--- src/rtl/ps2_key_decoder.sv ---
// ps2_key_decoder: turns validated PS/2 scan-code set 2 bytes into key events.
//   Parses E0 (extended) and F0 (break) prefixes, drops typematic repeats of the
//   held key, maps make/break codes to ASCII, counts presses and queues events in
//   a show-ahead FIFO with a valid/ready handshake.
// Ports:
//   clk, reset                 single clock, synchronous active-high reset
//   rx_valid, rx_data          one-cycle byte strobe from the PS/2 byte receiver
//   ev_valid, ev_ready         event handshake (pop on ev_valid & ev_ready)
//   ev_code/ev_ext/ev_release/ev_ascii   head event fields (zero while empty)
//   key_down, cur_code         currently held key (single-key tracking)
//   press_count                non-repeat make events, modulo 256
//   overflow                   sticky: an event was dropped on a full FIFO
module ps2_key_decoder #(
  parameter int unsigned DEPTH = 4
) (
  input  logic       clk,
  input  logic       reset,
  input  logic       rx_valid,
  input  logic [7:0] rx_data,
  output logic       ev_valid,
  input  logic       ev_ready,
  output logic [7:0] ev_code,
  output logic       ev_ext,
  output logic       ev_release,
  output logic [7:0] ev_ascii,
  output logic       key_down,
  output logic [7:0] cur_code,
  output logic [7:0] press_count,
  output logic       overflow
);

  localparam int unsigned PtrW = $clog2(DEPTH);
  localparam int unsigned CntW = PtrW + 1;
  localparam logic [CntW-1:0] FullCount = CntW'(DEPTH);

  // ---------------------------------------------------------------------------
  // Prefix parser
  // ---------------------------------------------------------------------------
  typedef enum logic [1:0] {StIdle, StE0, StF0, StE0F0} state_e;

  state_e state_q, state_d;
  logic   ev_fire;     // final byte of a sequence arrived this cycle
  logic   ev_ext_n;
  logic   ev_rel_n;
  logic   is_e0, is_f0;

  assign is_e0 = (rx_data == 8'hE0);
  assign is_f0 = (rx_data == 8'hF0);

  always_comb begin
    state_d  = state_q;
    ev_fire  = 1'b0;
    ev_ext_n = 1'b0;
    ev_rel_n = 1'b0;
    if (rx_valid) begin
      unique case (state_q)
        StIdle: begin
          if (is_e0)      state_d = StE0;
          else if (is_f0) state_d = StF0;
          else            ev_fire = 1'b1;
        end
        StE0: begin
          if (is_f0)      state_d = StE0F0;
          else if (!is_e0) begin
            ev_fire  = 1'b1;
            ev_ext_n = 1'b1;
            state_d  = StIdle;
          end
        end
        StF0: begin
          // E0 after F0 restarts as an extended sequence; the F0 is discarded.
          if (is_e0)      state_d = StE0;
          else if (!is_f0) begin
            ev_fire  = 1'b1;
            ev_rel_n = 1'b1;
            state_d  = StIdle;
          end
        end
        StE0F0: begin
          if (is_e0)      state_d = StE0;
          else if (is_f0) state_d = StF0;
          else begin
            ev_fire  = 1'b1;
            ev_ext_n = 1'b1;
            ev_rel_n = 1'b1;
            state_d  = StIdle;
          end
        end
        default: state_d = StIdle;
      endcase
    end
  end

  always_ff @(posedge clk) begin
    if (reset) state_q <= StIdle;
    else       state_q <= state_d;
  end

  // ---------------------------------------------------------------------------
  // Held-key tracker and press counter
  // ---------------------------------------------------------------------------
  logic       held_valid;
  logic [7:0] held_code;
  logic       held_ext;
  logic       held_match;
  logic       is_repeat;
  logic       push;

  assign held_match = held_valid && (held_code == rx_data) && (held_ext == ev_ext_n);
  assign is_repeat  = ev_fire && !ev_rel_n && held_match;
  assign push       = ev_fire && !is_repeat;

  always_ff @(posedge clk) begin
    if (reset) begin
      held_valid  <= 1'b0;
      held_code   <= 8'h00;
      held_ext    <= 1'b0;
      press_count <= 8'h00;
    end else if (ev_fire) begin
      // Tracker state follows the key stream even if the FIFO drops the event.
      if (!ev_rel_n && !held_match) begin
        held_valid  <= 1'b1;
        held_code   <= rx_data;
        held_ext    <= ev_ext_n;
        press_count <= press_count + 8'd1;
      end else if (ev_rel_n && held_match) begin
        held_valid <= 1'b0;
      end
    end
  end

  assign key_down = held_valid;
  assign cur_code = held_valid ? held_code : 8'h00;

  // ---------------------------------------------------------------------------
  // Scan code set 2 to ASCII
  // ---------------------------------------------------------------------------
  logic [7:0] map_ascii;
  logic [7:0] push_ascii;

  always_comb begin
    map_ascii = 8'h00;
    case (rx_data)
      8'h1C: map_ascii = 8'h61;  8'h32: map_ascii = 8'h62;  8'h21: map_ascii = 8'h63;
      8'h23: map_ascii = 8'h64;  8'h24: map_ascii = 8'h65;  8'h2B: map_ascii = 8'h66;
      8'h34: map_ascii = 8'h67;  8'h33: map_ascii = 8'h68;  8'h43: map_ascii = 8'h69;
      8'h3B: map_ascii = 8'h6A;  8'h42: map_ascii = 8'h6B;  8'h4B: map_ascii = 8'h6C;
      8'h3A: map_ascii = 8'h6D;  8'h31: map_ascii = 8'h6E;  8'h44: map_ascii = 8'h6F;
      8'h4D: map_ascii = 8'h70;  8'h15: map_ascii = 8'h71;  8'h2D: map_ascii = 8'h72;
      8'h1B: map_ascii = 8'h73;  8'h2C: map_ascii = 8'h74;  8'h3C: map_ascii = 8'h75;
      8'h2A: map_ascii = 8'h76;  8'h1D: map_ascii = 8'h77;  8'h22: map_ascii = 8'h78;
      8'h35: map_ascii = 8'h79;  8'h1A: map_ascii = 8'h7A;
      8'h45: map_ascii = 8'h30;  8'h16: map_ascii = 8'h31;  8'h1E: map_ascii = 8'h32;
      8'h26: map_ascii = 8'h33;  8'h25: map_ascii = 8'h34;  8'h2E: map_ascii = 8'h35;
      8'h36: map_ascii = 8'h36;  8'h3D: map_ascii = 8'h37;  8'h3E: map_ascii = 8'h38;
      8'h46: map_ascii = 8'h39;
      8'h29: map_ascii = 8'h20;
      8'h5A: map_ascii = 8'h0D;
      default: map_ascii = 8'h00;
    endcase
  end

  assign push_ascii = ev_ext_n ? 8'h00 : map_ascii;

  // ---------------------------------------------------------------------------
  // Event FIFO (show-ahead), entry = {code, ext, release, ascii}
  // ---------------------------------------------------------------------------
  logic [17:0]     mem_q [DEPTH];
  logic [PtrW-1:0] wr_ptr_q, rd_ptr_q;
  logic [CntW-1:0] count_q;
  logic            full;
  logic            do_pop;
  logic            do_push;
  logic [17:0]     head;

  assign full     = (count_q == FullCount);
  assign ev_valid = (count_q != '0);
  assign do_pop   = ev_valid && ev_ready;
  // A pop in the same cycle frees the slot the push needs.
  assign do_push  = push && (!full || do_pop);

  always_ff @(posedge clk) begin
    if (do_push) mem_q[wr_ptr_q] <= {rx_data, ev_ext_n, ev_rel_n, push_ascii};
  end

  always_ff @(posedge clk) begin
    if (reset) begin
      wr_ptr_q <= '0;
      rd_ptr_q <= '0;
      count_q  <= '0;
      overflow <= 1'b0;
    end else begin
      if (do_push) wr_ptr_q <= wr_ptr_q + 1'b1;
      if (do_pop)  rd_ptr_q <= rd_ptr_q + 1'b1;
      case ({do_push, do_pop})
        2'b10:   count_q <= count_q + 1'b1;
        2'b01:   count_q <= count_q - 1'b1;
        default: count_q <= count_q;
      endcase
      if (push && !do_push) overflow <= 1'b1;
    end
  end

  // Gate with ev_valid so the outputs read zero after reset and while empty.
  assign head = ev_valid ? mem_q[rd_ptr_q] : 18'h0;
  assign {ev_code, ev_ext, ev_release, ev_ascii} = head;

endmodule
--- config.mk ---
export PLATFORM = sky130hd
export DESIGN_NAME = ps2_key_decoder
export DESIGN_NICKNAME = d
export VERILOG_FILES = /design/src/rtl/ps2_key_decoder.sv
export SDC_FILE = /design/constraint.sdc
export NUM_CORES = 1
export LEC_CHECK = 0
export CORE_UTILIZATION = 55
export DETAILED_ROUTE_END_ITERATION = 10
export PLACE_DENSITY = 0.84
export SYNTH_ARGS = -nofsm -noshare
export SYNTH_HDL_FRONTEND = slang
export SYNTH_SLANG_ARGS = --single-unit
--- constraint.sdc ---
create_clock -name clk -period 7.8 [get_ports clk]
set_clock_uncertainty 0.2 [all_clocks]
set_input_delay 2.34 -clock clk [delete_from_list [all_inputs] [get_ports clk]]
set_output_delay 2.34 -clock clk [all_outputs]
set_load 0.1 [all_outputs]
==> results.toml <==
[outcome]
status = "finished clean"

[placed_design]
io_buffers = 47
dp_hpwl_um = 6740
place_area_sq_um = 5500
gp_congestion = 0.916

[power_and_ir_drop]
leakagePower_nw = 2.04
p_per_area_nw_per_um2 = 318
finalPower_mw = 1.82
peakVddDrop_uv = 216

[setup_path]
path_delay_family = "simple AND/OR/NAND/NOR gates"
path_class = "input port to register"
r2r_cells = 6
crit_path_top_delay_cell = "clkdlybuf4s50_1"
worstPathRequired_ns = 7.82
critPathMaxStageDelay_ns = 0.45
critPathCaptureType = "register"
r2r_slack_ns = 4.96
crit_chain = "clkdlybuf4s50_1 > buf_4 > inv_1 > ha_1 > and4b_1 > and2_4 > a21oi_4 > and2_4 > xnor2_1 > nand4_1 > ha_1 > inv_1 > a311oi_2 > buf_4 > and4_1 > nand3_1 > xor2_1 > nor2_1"
start_kind = "input port"
critPathMaxFanout = 19
arrival_ns = 5.93
cp_num_cells = 18
worstReg2RegEnd = "count_q[2]"
r2r-start = "count_q[0]"
crit_buf_inv = 5

[sta]
finalMaxSlewViolations = 0
max-slew-margin-rel_pct = 22.7
setup_viol = 0
rsz0062_at_grt = "false"
worstMarginPinSlew_ns = 1.16
finalCritPeriodShare_pct = 75.8
min_period_ns = 5.91
finalHoldViolations = 0
hold_ws_ns = 0.312
fin_setup_tns_ns = 0
fmax_ghz = 0.169

[route]
antenna_left = 0
drt-pass1-iter-count = 6
wl_per_cell_um = 18.2
drt_iter0_markers = 405
post-route-drc-count = 0
routed_wl_um = 10400
via_count = 3431
vias_per_cell = 6.03

[die]
die_area_sq_um = 9440
start_util_pct = 56.8
die_w_um = 97.1
std_cell_rows = 34
die_height_um = 97.1
num_io_pins = 49
core_sq_um = 8760

[cts]
cts_setup_buffers = 0
cts_tree = "built"
htree_levels = 3
clock_latency_ns = 0.37
cts.sinks = 98
cts_buffers = 9
cts_root_buffer = "clkbuf_8"
cts-hold-fix-buffers = 0
cts_resized = 0
clk_pin_slew_ns = 0.10
cts_buffer_depth = 2

[logic_synthesis]
synth_area_per_cell_sq_um = 11.8
synth_area_sq_um = 4980
synth_fp_nets = 447
syn_inst = 421
ys_ff_latch = 98
synth_flop_cell = "edfxtp_1"
async_reset_ff_share_pct = 0
synthDistinctLibCells = 64
ys_seq_area_share_pct = 53.1
yosysWarnings = 0
synth_edf_count = 68

[global_routing]
antenna_found_initial = 0
overflow = 0
grt_use_total_pct = 22.6
grt_pass1_wl_um = 16800
grt_pass1_vias = 3319
grt_max_degree = 40

[cells_and_area]
nets = 482
final_area_sq_um = 5730
syn_to_final_growth_pct = 15.2
fin_util_pct = 65.4
drive_above_1_share_pct = 11.5
final_common_cell = "edfxtp_1"
antenna_cells = 0
layout_common_cells = "68 x edfxtp_1, 47 x clkdlybuf4s50_1, 35 x nor2_1, 30 x and2_1, 30 x dfxtp_1"
fillCellCount = 654

[job]
cap_viol_max_count = 0

[worst_hold_path]
min_delay_path_depth = 2
hold_class = "register to register"
worstHoldStart = "state_q[1]"
hold_path_end = "state_q[1]"
[cell type report]
cell class                      instances  area, sq um  share of cell area (%)
Inverter                               12         45.0                   0.786
Timing Repair Buffer                   55          531                    9.25
Multi-Input combinational cell        280         2150                    37.4
Sequential cell                        98         2640                    46.1
Clock inverter                          7          110                    1.92
Tap cell                              108          135                    2.36
Clock buffer                            9          124                    2.16
[synth_stat cells, drive strengths merged, types with 2 or more instances]
cell / count / area share [%]
nand3: 5 / 0.60
mux4: 17 / 7.7
xor2: 14 / 2.5
o32ai: 2 / 0.35
or4b: 2 / 0.40
nor2b: 5 / 0.63
nand4: 7 / 0.88
inv: 12 / 0.90
a31oi: 7 / 0.88
nor3: 4 / 0.40
o211ai: 4 / 0.60
buf: 15 / 1.7
ha: 13 / 3.3
edfxtp: 68 / 41
nand2: 25 / 1.9
and2: 33 / 4.3
clkbuf: 16 / 1.2
a211oi: 3 / 0.45
o22ai: 3 / 0.38
a21oi: 22 / 2.4
xnor2: 6 / 1.1
o21ai: 12 / 1.2
and3: 2 / 0.25
nor2: 36 / 2.8
or3: 4 / 0.50
a311oi: 3 / 0.65
mux2i: 16 / 3.2
nand2b: 10 / 1.3
dfxtp: 30 / 12
[logic make-up (layout without fill, tap and decap cells)]
kind of cell	count (synthesis)	count (layout)	share of synthesized area [%]
flops	98	98	53.1
buf+inv	43	83	3.79
compound gates	69	69	9.27
other cells	1	1	0.0753
mux	34	34	11.1
simple gates	142	142	15.5
fa+ha+maj	14	14	3.67
xor+xnor	20	20	3.52
[worst max-delay path by stage]
stage	start	end
floorplan	rx_data[1]	press_count[5]
global placement	rx_data[1]	press_count[5]
detailed placement	rx_data[1]	press_count[5]
CTS	rx_data[1]	press_count[7]
global route	rx_data[1]	press_count[5]
finish	rx_data[1]	press_count[7]
[per-layer routing]
metal	GRT usage [%]	vias to the layer above	share of wire, %
met1	30.9	1649	44
li1	-	1607	-
met5	0	-	0
met2	36.2	157	47
met3	4.68	18	7.0
met4	7.58	0	2.0
[worst min-delay path: stages, from the launching register on]
cell,delay (ns)
dfxtp_1,0.36
nand2_1,0.07
a21oi_1,0.05
[through the flow]
| stage | worst slack, ns | instances |
|---|---|---|
| 3_5_place_dp | 1.56 | 553 |
| 6_report | 1.89 | 569 |
| 2_1_floorplan | 2.30 | 421 |
| 3_3_place_gp | 1.73 | 553 |
| 4_1_cts | 1.92 | 569 |
| 5_1_grt | 1.65 | 569 |
[power by group]
part | switching (mW) | leakage [nW] | internal, mW
clock network | 0.191 | 0.114 | 0.187
logic | 0.581 | 1.04 | 0.229
registers | 0.0287 | 0.884 | 0.606
total | 0.801 | 2.04 | 1.02
[sequential cells by signal, indices dropped and copies added (netlist names), named ones only]
name         flops
press_count      8
count_q          3
wr_ptr_q         2
held_code        8
rd_ptr_q         2
mem_q           68
overflow         1
key_down         1
state_q          2
held_ext         1
Power figures use the tool's default switching activity.
